[src/rtl/if_pkg.sv]
// Shared definitions for the instruction-fetch stage: FSM encoding, word
// geometry and the NOP that ID substitutes while no instruction is valid.
package if_pkg;

    typedef enum logic [0:0] {
        BOOT = 1'b0,
        RUN  = 1'b1
    } fetch_state_t;

    localparam int unsigned PC_STEP = 4;
    localparam int unsigned INSTR_W = 32;
    localparam logic [INSTR_W-1:0] NOP = 32'h0000_0013;

    // Bits needed to count 0..max_val inclusive.
    function automatic int unsigned cnt_w(input int unsigned max_val);
        return $clog2(max_val + 1);
    endfunction

endpackage

[src/rtl/if_fetch_buf.sv]
// Fetch buffer: small synchronous FIFO of returned instruction words with
// push, pop, flush and an occupancy count. The head word is read combinationally.
module if_fetch_buf
    import if_pkg::*;
#(
    parameter int unsigned DEPTH = 2,
    parameter int unsigned CW    = $clog2(DEPTH + 1)
) (
    input  logic               i_clk,
    input  logic               i_rst,
    input  logic               i_push,
    input  logic [INSTR_W-1:0] i_data,
    input  logic               i_pop,
    input  logic               i_flush,
    output logic [INSTR_W-1:0] o_head,
    output logic [CW-1:0]      o_count
);

    localparam int unsigned AW = (DEPTH > 1) ? $clog2(DEPTH) : 1;

    logic [INSTR_W-1:0] r_mem [DEPTH];
    logic [AW-1:0]      r_rd_ptr;
    logic [AW-1:0]      r_wr_ptr;
    logic [CW-1:0]      r_count;

    function automatic logic [AW-1:0] next_ptr(input logic [AW-1:0] p);
        return (p == AW'(DEPTH - 1)) ? '0 : p + 1'b1;
    endfunction

    always_ff @(posedge i_clk or posedge i_rst) begin
        if (i_rst) begin
            r_rd_ptr <= '0;
            r_wr_ptr <= '0;
            r_count  <= '0;
        end else if (i_flush) begin
            r_rd_ptr <= '0;
            r_wr_ptr <= '0;
            r_count  <= '0;
        end else begin
            if (i_push) r_wr_ptr <= next_ptr(r_wr_ptr);
            if (i_pop)  r_rd_ptr <= next_ptr(r_rd_ptr);
            r_count <= r_count + CW'(i_push) - CW'(i_pop);
        end
    end

    always_ff @(posedge i_clk) begin
        if (i_push && !i_flush) r_mem[r_wr_ptr] <= i_data;
    end

    assign o_head  = r_mem[r_rd_ptr];
    assign o_count = r_count;

    a_no_overflow: assert property (@(posedge i_clk) disable iff (i_rst)
        (!i_flush && i_push && !i_pop) |-> (r_count < CW'(DEPTH)));
    a_no_underflow: assert property (@(posedge i_clk) disable iff (i_rst)
        (!i_flush && i_pop) |-> (r_count != '0));

endmodule

[src/rtl/if_fetch_ctrl.sv]
// IF-stage fetch sequencer: owns the fetch PC, issues credit-limited imem
// requests, buffers in-order responses for ID and discards stale ones after redirects.
module if_fetch_ctrl
    import if_pkg::*;
#(
    parameter int unsigned      WIDTH           = 32,
    parameter logic [WIDTH-1:0] RESET_PC        = '0,
    parameter int unsigned      MAX_OUTSTANDING = 2
) (
    input  logic               clk,
    input  logic               rst,
    input  logic [WIDTH-1:0]   PC_JMP,
    input  logic               branch,
    input  logic               ALU_zero,
    output logic               imem_req_valid,
    input  logic               imem_req_ready,
    output logic [WIDTH-1:0]   imem_req_addr,
    input  logic               imem_rsp_valid,
    input  logic [INSTR_W-1:0] imem_rsp_data,
    input  logic               id_ready,
    output logic               id_valid,
    output logic [INSTR_W-1:0] instruction,
    output logic [WIDTH-1:0]   PC
);

    localparam int unsigned CW = cnt_w(MAX_OUTSTANDING);

    fetch_state_t       r_state;
    fetch_state_t       w_state_nxt;
    logic [WIDTH-1:0]   r_fetch_pc;
    logic [WIDTH-1:0]   r_head_pc;
    logic [CW-1:0]      r_outstanding;
    logic [CW-1:0]      r_discard;
    logic [CW-1:0]      w_buf_count;
    logic [CW:0]        w_inflight;
    logic               w_credit_ok;
    logic               w_redirect;
    logic               w_req_fire;
    logic               w_rsp_drop;
    logic               w_push;
    logic               w_pop;
    logic [INSTR_W-1:0] w_head;

    always_ff @(posedge clk or posedge rst) begin
        if (rst) r_state <= BOOT;
        else     r_state <= w_state_nxt;
    end

    always_comb begin
        w_state_nxt    = r_state;
        w_redirect     = 1'b0;
        imem_req_valid = 1'b0;
        unique case (r_state)
            BOOT: w_state_nxt = RUN;
            RUN: begin
                w_redirect     = branch & ALU_zero;
                imem_req_valid = !(branch & ALU_zero) && w_credit_ok;
            end
        endcase
    end

    assign w_inflight  = {1'b0, r_outstanding} + {1'b0, w_buf_count};
    assign w_credit_ok = w_inflight < (CW + 1)'(MAX_OUTSTANDING);
    assign w_req_fire  = imem_req_valid & imem_req_ready;
    assign w_rsp_drop  = imem_rsp_valid & (w_redirect | (r_discard != '0));
    assign w_push      = imem_rsp_valid & ~w_rsp_drop;
    assign w_pop       = id_valid & id_ready & ~w_redirect;

    assign imem_req_addr = r_fetch_pc;
    assign id_valid      = (w_buf_count != '0);
    assign instruction   = id_valid ? w_head : '0;
    assign PC            = r_head_pc;

    always_ff @(posedge clk or posedge rst) begin
        if (rst) begin
            r_fetch_pc    <= RESET_PC;
            r_head_pc     <= RESET_PC;
            r_outstanding <= '0;
            r_discard     <= '0;
        end else begin
            r_outstanding <= r_outstanding + CW'(w_req_fire) - CW'(imem_rsp_valid);
            if (w_redirect) begin
                r_fetch_pc <= PC_JMP;
                r_head_pc  <= PC_JMP;
                // r_discard always counts a subset of r_outstanding, so marking every
                // in-flight word stale is the accumulated total across back-to-back redirects.
                r_discard  <= r_outstanding - CW'(imem_rsp_valid);
            end else begin
                if (w_req_fire) r_fetch_pc <= r_fetch_pc + WIDTH'(PC_STEP);
                if (w_pop)      r_head_pc  <= r_head_pc + WIDTH'(PC_STEP);
                if (imem_rsp_valid && (r_discard != '0)) r_discard <= r_discard - 1'b1;
            end
        end
    end

    if_fetch_buf #(
        .DEPTH (MAX_OUTSTANDING),
        .CW    (CW)
    ) u_buf (
        .i_clk   (clk),
        .i_rst   (rst),
        .i_push  (w_push),
        .i_data  (imem_rsp_data),
        .i_pop   (w_pop),
        .i_flush (w_redirect),
        .o_head  (w_head),
        .o_count (w_buf_count)
    );

    a_rsp_expected: assert property (@(posedge clk) disable iff (rst)
        imem_rsp_valid |-> (r_outstanding != '0));
    a_credit_bound: assert property (@(posedge clk) disable iff (rst)
        w_req_fire |-> (r_outstanding < CW'(MAX_OUTSTANDING)));
    a_discard_bound: assert property (@(posedge clk) disable iff (rst)
        r_discard <= r_outstanding);

endmodule

[config.mk]
export PLATFORM = sky130hd
export DESIGN_NAME = if_fetch_ctrl
export DESIGN_NICKNAME = d
export VERILOG_FILES = /design/src/rtl/if_pkg.sv /design/src/rtl/if_fetch_buf.sv /design/src/rtl/if_fetch_ctrl.sv
export SDC_FILE = /design/constraint.sdc
export NUM_CORES = 1
export LEC_CHECK = 0
export BUFFER_PORTS_ARGS = -buffer_cell sky130_fd_sc_hd__buf_2
export CORE_ASPECT_RATIO = 0.9
export CORE_UTILIZATION = 30
export DETAILED_ROUTE_END_ITERATION = 8
export GPL_TIMING_DRIVEN = 1
export PLACE_DENSITY = 0.58
export SETUP_SLACK_MARGIN = 0.02
export SKIP_LAST_GASP = 1
export SLEW_MARGIN = 20
export SYNTH_ARGS = -nofsm -noshare
export SYNTH_HDL_FRONTEND = slang
export SYNTH_SLANG_ARGS = --single-unit
[constraint.sdc]
create_clock -name clk -period 6 [get_ports clk]
set_clock_uncertainty 0.2 [all_clocks]
set_input_delay 1.2 -clock clk [delete_from_list [all_inputs] [get_ports clk]]
set_output_delay 1.2 -clock clk [all_outputs]
set_load 0.03 [all_outputs]
Word-level counts from Yosys, hierarchy flattened. Memories as Yosys holds them, arrays and structs flattened. Cells that the tools add are included.

Div/mod/pow operators: 0. Reductions and logical operators: 11. Add/subtract/negate cells: 11. Muxes and demuxes: 18. $mul: 0. Order comparisons: 1. Equality and inequality tests: 0. Bitwise gates (word level): 9. Shift operators: 0.

Operator list (count): 32-bit 2-to-1 mux (5); 32-bit by 3-bit adder with 32-bit output, second input constant (2); 2-bit nonzero test (6); 1-bit 2-to-1 mux (10); 1-bit bitwise AND (6); 2-bit 2-to-1 mux (3); 2-bit by 1-bit subtractor with 2-bit output (3); 2-bit by 1-bit adder with 2-bit output (2); 2-bit by 2-bit adder with 3-bit output (1); 1-bit logical AND (3); 3-bit by 2-bit < comparator with 1-bit output, second input constant (1); 1-bit adder, second input constant (2); 1-bit logical NOT (2); 1-bit inverter (2); 2-bit by 1-bit subtractor with 2-bit output, second input constant (1); 1-bit OR (1).

Memories kept: 1. Input bits: 71. Logic and storage cells: 59. Bits in latches: 0. ROM bits: 0. Register bits after elaboration: 73. Bits in writable memories: 64.

Memories: u_buf.r_mem (words 2, width 32, rd ports 1, clocked after Yosys merged registers in 0, wr ports 1, line if_fetch_buf.sv:21) `logic [INSTR_W-1:0] r_mem [DEPTH];`.

Logic depth before layout (Yosys ltp).
Depth after elaboration: 9. Depth in mapped cells: 10.

Modules after synthesis. From an unflattened synthesis, not the netlist that was laid out.

Cells, all modules: 562. Area, all modules: 6612.6 µm².

By module, submodules not included: if_fetch_ctrl (cells each 444, sequential area each 1676.6 µm², times used 1, area an instance 3940.0 µm²); if_fetch_buf (cells each 118, sequential area each 2021.9 µm², times used 1, area an instance 2672.6 µm²).

Worst setup path after synthesis. Ideal clock, no wire load.

Path kind: input to register. Start point: input ALU_zero. End point: memory u_buf.r_mem[0][0] (enable). Required time: 5379 ps. Path slack: 2225 ps. Arrival: 3154 ps. Stages: 4. Path through: nand3_1 -> clkbuf_1 -> nand3_1 -> nor2_1.

Longest elaborated chain between the ends: 9.

RTL lines: start: declaration (line if_fetch_ctrl.sv:14) `input logic ALU_zero,`; 1-bit bitwise AND * (line if_fetch_ctrl.sv:56) `w_redirect = branch & ALU_zero;`; 1-bit 2-to-1 mux * (line if_fetch_ctrl.sv:53) `unique case (r_state)`; 1-bit OR (line if_fetch_ctrl.sv:65) `assign w_rsp_drop = imem_rsp_valid & (w_redirect | (r_discard != '0));`; 1-bit bitwise AND (line if_fetch_ctrl.sv:65); 1-bit inverter (line if_fetch_ctrl.sv:66) `assign w_push = imem_rsp_valid & ~w_rsp_drop;`; 1-bit bitwise AND (line if_fetch_ctrl.sv:66); 1-bit logical AND * (line if_fetch_buf.sv:47) `if (i_push && !i_flush) r_mem[r_wr_ptr] <= i_data;`; 1-bit 2-to-1 mux * (line if_fetch_buf.sv:47); 1-bit 2-to-1 mux (implied by the code) * (line if_fetch_buf.sv:47); end: declaration (line if_fetch_buf.sv:21).

Mark *: on every way between the ends. The rest lies on a longest branch, timed or not.

Worst setup path in the final report.
Start point: input branch. End point: output imem_req_valid.

Longest elaborated chain between the ends: 4.

RTL lines: start: declaration (line if_fetch_ctrl.sv:13) `input logic branch,`; 1-bit bitwise AND (line if_fetch_ctrl.sv:57) `imem_req_valid = !(branch & ALU_zero) && w_credit_ok;`; 1-bit logical NOT (line if_fetch_ctrl.sv:57); 1-bit logical AND (line if_fetch_ctrl.sv:57); 1-bit 2-to-1 mux (line if_fetch_ctrl.sv:53); end: declaration (line if_fetch_ctrl.sv:15) `output logic imem_req_valid,`.

No other way between the ends.

==> flow_summary.yaml <==
critical_path:
  critPathCaptureType: "output pin"
  timing_worst_setup_path_type: "in -> out"
  rr_worst_depth: 7
  reg2reg_slack_ns: 2.76
  critPathLaunch: "branch"
  regToRegStartpoint: "u_buf.o_count[0]"
  setup.worst_path.start_class: "primary input"
  critPathArrivalTime_ns: 2.19
  critPathRequiredTime_ns: 4.60
  r2r_end: "imem_req_addr[22]"
  worstPathMaxFanout: 4
routing:
  dr_total_vias: 5094
  antenna_left: 0
  wl_met3_um: 1080
  drtIter0Drc: 322
  viasPerCell: 4.88
  drcViolationCount: 0
  detailed_route_wire_length_per_cell_um: 16.7
  met2WireLength_um: 7800
  first_pass_iters: 4
  met1Wirelength_um: 8320
  detail_route.wirelength_um: 17400
  top_layer_used: "met4"
clock_network:
  count_of_clock_tree_sinks: 135
  cts_repair_resize_count: 0
  clkLatencyLatePin_ns: 0.42
  cts_max_level: 4
  cts_root_buffer: "sky130_fd_sc_hd__clkbuf_16"
  postCtsHoldBufs: 0
  cts_made_buffers: 17
  post_cts.repair.setup_buffers: 0
  cts_max_path_buffers: 2
  cts.reportedPaths.clkPinSlew_ns: 0.06
  tritoncts: "built"
logic_synthesis:
  syn_inst: 573
  synth_area_um2: 6330
  post-synth-top-area-cell: "sky130_fd_sc_hd__edfxtp_1"
  dominantRegCellSynth: "sky130_fd_sc_hd__dfrtp_1"
  ys.warnings.count: 0
  synth.avg_cell_area_um2: 11.1
  ys_seq_elements: 135
  library_cells_used_by_synthesis: 44
  yosysSeqAreaShare_pct: 58.4
  net_count_after_synthesis: 653
  number_of_synthesized_flops_with_an_enable_pin: 64
  synth_top_area_share_pct: 30.3
  asyncSetResetFlopFracSynth_pct: 52.6
  synth.top_cells.by_area: "sky130_fd_sc_hd__edfxtp_1 30%, sky130_fd_sc_hd__dfrtp_1 28%, sky130_fd_sc_hd__mux2i_1 5.2%"
hold_path:
  worst_hold_path.endpoint: "PC[0]"
  hold-path-cell-count: 2
  timing.hold.worst.start: "PC[0]"
  holdCritPathClass: "reg -> reg"
timing:
  hold_ws_ns: 0.295
  final-hold-violation-count: 0
  setup_viol: 0
  grt_setup_unrepaired: "no"
  timing_worst_slew_pin_value_ns: 1.07
  finalMaxSlewViolations: 0
  finalSetupTns_ns: 0
  finalCriticalPeriod_ns: 3.59
  slew_headroom_pct: 28.0
  final_critical_path_setup_slack_ns: 2.41
  fin_crit_sh_pct: 59.9
  peak_freq_ghz: 0.278
power:
  irDropWorstVdd_uv: 196
  power.density_cell_area_nw_per_um2: 474
  leakage_nw: 3.35
placed_design:
  gp_routability_congestion: 0.795
  dp_hpwl_um: 12300
  numPlacedInstances: 1011
  place_ws_ns: 2.38
  placement.io_buffers: 168
die:
  fp.dieH_um: 140
  io_pins: 169
  die-area_um2: 21700
  core_area_um2: 20800
  floorplan.die.width_um: 155
  std_cell_rows: 50
  initial_utilization_pct: 30.5
flow_run:
  max_cap_violations: 0
global_routing:
  grt_antenna_before_repair: 0
  globalRouteOverflowTotal: 0
  grt_start_max_net_pins: 49
  grt_first_pass_wirelength_um: 27000
  number_of_global_route_vias_before_repair: 4817
  gr-usage-all-layers_pct: 16.6
status:
  run_status: "completed"
layout:
  fin_cells: 1043
  final_net_count: 824
  finalCoreUtilization_pct: 38.9
  diodes: 0
  syn2layout_area_growth_pct: 27.7
  post_route_cells_drive_above_1_share_pct: 29.9
Yosys cell counts, types with 2 or more instances:
cell type,count
sky130_fd_sc_hd__a211oi_1,8
sky130_fd_sc_hd__a21oi_1,46
sky130_fd_sc_hd__a311oi_1,3
sky130_fd_sc_hd__a31oi_1,2
sky130_fd_sc_hd__a41o_1,2
sky130_fd_sc_hd__and2_1,5
sky130_fd_sc_hd__and3_1,10
sky130_fd_sc_hd__and4_1,6
sky130_fd_sc_hd__buf_2,2
sky130_fd_sc_hd__buf_4,2
sky130_fd_sc_hd__clkbuf_1,23
sky130_fd_sc_hd__dfrtp_1,71
sky130_fd_sc_hd__edfxtp_1,64
sky130_fd_sc_hd__ha_1,8
sky130_fd_sc_hd__inv_1,14
sky130_fd_sc_hd__mux2i_1,33
sky130_fd_sc_hd__nand2_1,37
sky130_fd_sc_hd__nand2b_1,2
sky130_fd_sc_hd__nand3_1,17
sky130_fd_sc_hd__nand4_1,21
sky130_fd_sc_hd__nor2_1,86
sky130_fd_sc_hd__nor3_1,23
sky130_fd_sc_hd__nor4_1,7
sky130_fd_sc_hd__o2111ai_1,2
sky130_fd_sc_hd__o21ai_0,4
sky130_fd_sc_hd__o22ai_1,4
sky130_fd_sc_hd__or4_1,3
sky130_fd_sc_hd__xnor2_1,30
sky130_fd_sc_hd__xor2_1,23
per-layer routing:
layer,vias up,GRT usage (%)
li1,2405,-
met1,2474,23.8
met2,197,24.8
met3,18,3.86
met4,0,4.64
met5,-,0
registers in the layout, indices dropped and copies added, names as in the netlist:
| name | flops |
|---|---|
| u_buf.r_mem | 64 |
| PC | 31 |
| imem_req_addr | 31 |
| r_discard | 2 |
| r_outstanding | 2 |
| u_buf.o_count | 2 |
| r_state | 1 |
| u_buf.r_rd_ptr | 1 |
| u_buf.r_wr_ptr | 1 |
cell usage in the layout (no fill, tap or decap), drive strengths merged, types with 2 or more instances in the layout:
| cell | instances |
|---|---|
| buf | 179 |
| nor2 | 87 |
| dfrtp | 71 |
| edfxtp | 64 |
| a21oi | 47 |
| nand2 | 37 |
| mux2i | 33 |
| xnor2 | 30 |
| nor3 | 23 |
| xor2 | 23 |
| inv | 23 |
| nand4 | 22 |
| clkbuf | 17 |
| nand3 | 17 |
| and3 | 10 |
| a211oi | 8 |
| ha | 8 |
| nor4 | 8 |
| and4 | 6 |
| and2 | 6 |
| clkinvlp | 5 |
| o21ai | 4 |
| o22ai | 4 |
| or4 | 3 |
| a311oi | 3 |
| o2111ai | 2 |
| nand2b | 2 |
| a31oi | 2 |
| a41o | 2 |
worst max path at each step:
stage,endpoint,depth (start not counted)
after floorplan,u_buf.r_mem[0][0],4
after global placement,imem_req_valid,4
after detailed placement,imem_req_valid,4
after CTS,imem_req_valid,4
after global routing,imem_req_valid,4
final,imem_req_valid,4
power by group:
group	switching [mW]	internal, mW	total (mW)
Combinational	0.971	0.486	1.46
Clock	0.448	0.544	0.993
Sequential	0.221	1.16	1.38
Total	1.64	2.19	3.83
final cells by class:
| cell class | count | area [um^2] |
|---|---|---|
| clock buffer | 17 | 425 |
| clock inverter | 15 | 133 |
| fill | 2085 | 12700 |
| inverter | 14 | 52.6 |
| multi-input combinational | 397 | 2500 |
| sequential | 135 | 3700 |
| tap | 286 | 358 |
| timing repair buffer | 179 | 923 |
cells by family after synthesis:
logic type      Yosys count  share of synthesized area [%]
mux                      33                           5.22
flops                   135                           58.4
other cells               1                         0.0592
xor+xnor                 53                           7.33
compound gates           77                           7.39
fa+ha+maj                 9                           1.90
simple gates            224                           17.1
buf+inv                  41                           2.59
metrics by stage:
step | area, um^2 | power (mW)
finish | 8090 | 3.83
global route | 8090 | 4.04
CTS | 8080 | 3.87
detailed placement | 7520 | 2.87
global placement | 7520 | 2.85
floorplan | 6330 | 2.40
worst max-delay path: stages:
cell	delay [ns]
sky130_fd_sc_hd__buf_2	0.13
sky130_fd_sc_hd__a21bo_2	0.27
sky130_fd_sc_hd__nor3_1	0.31
sky130_fd_sc_hd__buf_2	0.27
Power figures use the tool's default switching activity.
